**src/rtl/vga_fml_arb.sv**
```systemverilog
// Two-master FML arbiter: display refresh (LCD) and CPU bridge share one
// SDRAM controller port using round-robin arbitration on 4-beat bursts.
module vga_fml_arb #(
  parameter int fml_depth = 20
) (
  input  logic                 sys_clk,
  input  logic                 sys_rst,

  input  logic [fml_depth-1:0] lcd_fml_adr,
  input  logic                 lcd_fml_stb,
  input  logic                 lcd_fml_we,
  input  logic [1:0]           lcd_fml_sel,
  input  logic [15:0]          lcd_fml_do,
  output logic                 lcd_fml_ack,
  output logic [15:0]          lcd_fml_di,

  input  logic [fml_depth-1:0] cpu_fml_adr,
  input  logic                 cpu_fml_stb,
  input  logic                 cpu_fml_we,
  input  logic [1:0]           cpu_fml_sel,
  input  logic [15:0]          cpu_fml_do,
  output logic                 cpu_fml_ack,
  output logic [15:0]          cpu_fml_di,

  output logic [fml_depth-1:0] fml_adr,
  output logic                 fml_stb,
  output logic                 fml_we,
  output logic [1:0]           fml_sel,
  output logic [15:0]          fml_do,
  input  logic                 fml_ack,
  input  logic [15:0]          fml_di
);

  typedef enum logic [2:0] {
    S_IDLE,
    S_ADDR_LCD,
    S_ADDR_CPU,
    S_DATA_LCD,
    S_DATA_CPU
  } state_t;

  state_t     r_state;
  state_t     w_state_next;
  logic [1:0] r_cnt;
  logic [1:0] w_cnt_next;
  logic       r_last_grant;   // 0 = LCD, 1 = CPU
  logic       w_last_grant_next;
  logic       w_busy;

  always_ff @(posedge sys_clk or posedge sys_rst) begin
    if (sys_rst) begin
      r_state      <= S_IDLE;
      r_cnt        <= '0;
      r_last_grant <= 1'b1;
    end else begin
      r_state      <= w_state_next;
      r_cnt        <= w_cnt_next;
      r_last_grant <= w_last_grant_next;
    end
  end

  always_comb begin
    w_state_next      = r_state;
    w_cnt_next        = r_cnt;
    w_last_grant_next = r_last_grant;
    case (r_state)
      S_IDLE: begin
        // On a tie the master that did not win last time takes the bus.
        if (lcd_fml_stb && (!cpu_fml_stb || r_last_grant)) begin
          w_state_next      = S_ADDR_LCD;
          w_last_grant_next = 1'b0;
        end else if (cpu_fml_stb) begin
          w_state_next      = S_ADDR_CPU;
          w_last_grant_next = 1'b1;
        end
      end
      S_ADDR_LCD: begin
        if (!lcd_fml_stb) begin
          w_state_next = S_IDLE;
        end else if (fml_ack) begin
          w_state_next = S_DATA_LCD;
          w_cnt_next   = 2'd2;
        end
      end
      S_ADDR_CPU: begin
        if (!cpu_fml_stb) begin
          w_state_next = S_IDLE;
        end else if (fml_ack) begin
          w_state_next = S_DATA_CPU;
          w_cnt_next   = 2'd2;
        end
      end
      S_DATA_LCD, S_DATA_CPU: begin
        if (r_cnt == 2'd0) begin
          w_state_next = S_IDLE;
        end else begin
          w_cnt_next = r_cnt - 2'd1;
        end
      end
      default: begin
        w_state_next = S_IDLE;
        w_cnt_next   = '0;
      end
    endcase
  end

  // Address/control follow the grant register rather than the state, so they
  // stay stable through the data beats of a burst.
  assign fml_adr = r_last_grant ? cpu_fml_adr : lcd_fml_adr;
  assign fml_we  = r_last_grant ? cpu_fml_we  : lcd_fml_we;
  assign fml_sel = r_last_grant ? cpu_fml_sel : lcd_fml_sel;

  assign fml_stb = ((r_state == S_ADDR_LCD) && lcd_fml_stb) ||
                   ((r_state == S_ADDR_CPU) && cpu_fml_stb);

  assign w_busy = (r_state != S_IDLE);
  assign fml_do = w_busy ? (r_last_grant ? cpu_fml_do : lcd_fml_do) : '0;

  assign lcd_fml_ack = (r_state == S_ADDR_LCD) && lcd_fml_stb && fml_ack;
  assign cpu_fml_ack = (r_state == S_ADDR_CPU) && cpu_fml_stb && fml_ack;

  assign lcd_fml_di = fml_di;
  assign cpu_fml_di = fml_di;

endmodule

```
**config.mk**
```make
export PLATFORM = sky130hd
export DESIGN_NAME = vga_fml_arb
export DESIGN_NICKNAME = d
export VERILOG_FILES = /design/src/rtl/vga_fml_arb.sv
export SDC_FILE = /design/constraint.sdc
export NUM_CORES = 1
export LEC_CHECK = 0
export ABC_AREA = 1
export BUFFER_PORTS_ARGS = -buffer_cell sky130_fd_sc_hd__buf_2
export CORE_MARGIN = 2
export CORE_UTILIZATION = 33
export DETAILED_ROUTE_END_ITERATION = 6
export HOLD_SLACK_MARGIN = 0.02
export PLACE_DENSITY = 0.91
export RECOVER_POWER = 100
export SLEW_MARGIN = 25
export SYNTH_ARGS = -nofsm -noshare
export SYNTH_HDL_FRONTEND = slang
export SYNTH_SLANG_ARGS = --single-unit
export TNS_END_PERCENT = 5
```
**constraint.sdc**
```tcl
create_clock -name sys_clk -period 2.31 [get_ports sys_clk]
set_input_delay 0.1155 -clock sys_clk [delete_from_list [all_inputs] [get_ports sys_clk]]
set_output_delay 0.1155 -clock sys_clk [all_outputs]
set_load 0.1 [all_outputs]
```
==> flow_summary.yaml <==
global_routing:
  grt_pass1_vias: 1502
  overflow: 0
  grt_usage_pct: 16.6
  grt_max_degree: 42
  antenna_found_initial: 0
  grt_pass1_wl_mm: 5.87
drt:
  wl_met3_um: 418
  met1_length_mm: 1.51
  vias: 1717
  drt-wirelength-per-cell_um: 9.77
  avgViaCountPerCell: 4.29
  wl_met2_mm: 1.88
  drt_iter0_markers: 54
  drcViolationCount: 0
  wirelength_mm: 3.91
  dr.pass1.iters: 4
  routed.top_layer: "met4"
  drtAntennaViolNets: 0
floorplan:
  fp.dieH_um: 67.2
  start_util_pct: 35.2
  die_x_um: 67.2
  core_area_um2: 3740
  rows: 22
  num_io_pins: 173
  die-area_um2: 4520
critical_path:
  critPathRequiredTime_ps: 2190
  endpoint_kind: "output port"
  rrSetupSlack_ps: 720
  r2r-start: "r_last_grant"
  r2r_cells: 9
  arrival_ps: 1860
  cp-start-kind: "flip-flop"
  endpoint: "fml_do[5]"
  crit_start: "r_last_grant"
  path_class: "reg2out"
  worstPathMaxFanout: 39
  r2r_end: "r_state[0]"
cts:
  path_clk_slew_ps: 40
  clock-sinks: 6
  cts_tree: "yes"
  clockRootBuffer: "clkbuf_8"
  htreeDepth: 1
  cts_resized: 0
  clk_latency_ps: 230
  clockBufferDepth: 2
  cts_buffers: 3
final_layout:
  final_common_cell: "nand2_1"
  area_growth_pct: 33.3
  utilization_pct: 47.0
  final_cell_mix: "157 x nand2_1, 82 x buf_2, 42 x clkbuf_2, 28 x inv_1, 8 x nor2_1"
  diodes: 0
  drive_above_1_share_pct: 38.1
  fillerInstances: 391
  final_cell_area_um2: 1760
  fin_nets: 453
place:
  post-dp-hpwl_mm: 3.20
  placed_area_um2: 1720
  gp_congestion: 0.883
  portBuffers: 124
logic_synthesis:
  syn_area_um2: 1320
  syn_nets: 364
  synth_warnings: 0
  yosys-top-cells-area: "nand2_1 45%, buf_4 19%, dfrtp_1 9.5%, inv_1 8.0%, nand3_1 2.3%"
  postSynthCellCount: 264
  post-synth-top-area-fraction_pct: 44.7
  syn_area_per_cell_um2: 5.00
  ys_seq_area_share_pct: 11.5
  post-synth-top-area-cell: "nand2_1"
  synth.distinct_cells: 23
  ys_ff_latch: 6
sta:
  rsz0062_at_grt: "no"
  post-route-period-util_pct: 85.6
  fin_crit_ps: 1980
  finalClockSkew_ps: 3.89
  finalSetupTns_ps: 0
  drv_slew: 0
  fmax_mhz: 506
  slew_headroom_pct: 61.2
  worstMarginPinSlew_ps: 582
  hold_viol: 0
  setup-violations-final: 0
job:
  cap_viol_max_count: 0
hold_path:
  min_path_type: "in2reg"
outcome:
  status: "finished clean"
-- synth_stat cells, drive strengths merged --
cell    count
inv        30
nand4       1
nand3       8
ha          1
dfstp       1
nor2        9
a21oi       1
nand2     158
buf        36
o21ai       5
or2         1
nand3b      1
clkbuf      6
o21bai      1
dfrtp       5
-- sequential cells by signal (all words and copies together), names as in the netlist --
register      flops
r_state           3
r_cnt             2
r_last_grant      1
-- per-stage QoR --
stage	worst slack [ps]	hold WS, ps	instances
2_1_floorplan	201	-94.3	264
3_3_place_gp	637	39.3	395
3_5_place_dp	618	46.3	395
4_1_cts	377	123	400
5_1_grt	168	162	400
6_report	332	125	400
-- critical path, cell delays in order, from the launching register on --
cell      delay (ps)
dfstp_1          530
buf_4            350
nand2_1          100
nand2_1           80
nand2_1           40
inv_1             70
clkbuf_2         450
-- per-layer routing --
metal / vias to the layer above / GRT usage [%]
li1: 915 / -
met1: 687 / 17.3
met2: 102 / 31.4
met3: 13 / 3.17
met4: 0 / 8.42
met5: - / 0
-- worst min path at each step --
stage / startpoint / endpoint / slack, ps / cells past startpoint
6_report: fml_ack / r_state[2] / 120 / 3
3_5_place_dp: sys_rst / r_state[2] / 50 / 2
4_1_cts: fml_ack / r_state[2] / 120 / 3
2_1_floorplan: sys_rst / r_cnt[0] / -90 / 1
5_1_grt: fml_ack / r_state[2] / 160 / 3
3_3_place_gp: sys_rst / r_state[2] / 40 / 2
-- timing repair --
| item | 4_1_cts | 5_1_grt |
|---|---|---|
| setup endpoints to repair | 0 | 0 |
| setup buffers | 0 | 0 |
| endpoints found under the hold margin | 5 | 0 |
| hold buffers | 1 | 0 |
-- cells by family (layout without fill, tap and decap cells) --
kind of cell | Yosys count | in the layout | synth area share [%]
buf+inv | 72 | 160 | 30.6
simple gates | 178 | 178 | 53.8
compound gates | 7 | 7 | 3.13
flops | 6 | 6 | 11.5
fa+ha+maj | 1 | 1 | 0.949
-- layout make-up --
cell class                 instances  area [um2]  area share (%)
sequential                         6         151            8.61
timing repair buffer             126         638            36.3
clock buffer                       4        45.0            2.56
tap                               48        60.1            3.42
multi-input combinational        186         751            42.7
inverter                          30         113            6.41
Power is not shown: default switching activity piles up to over one toggle a cycle in this logic, so the estimate is an artifact.
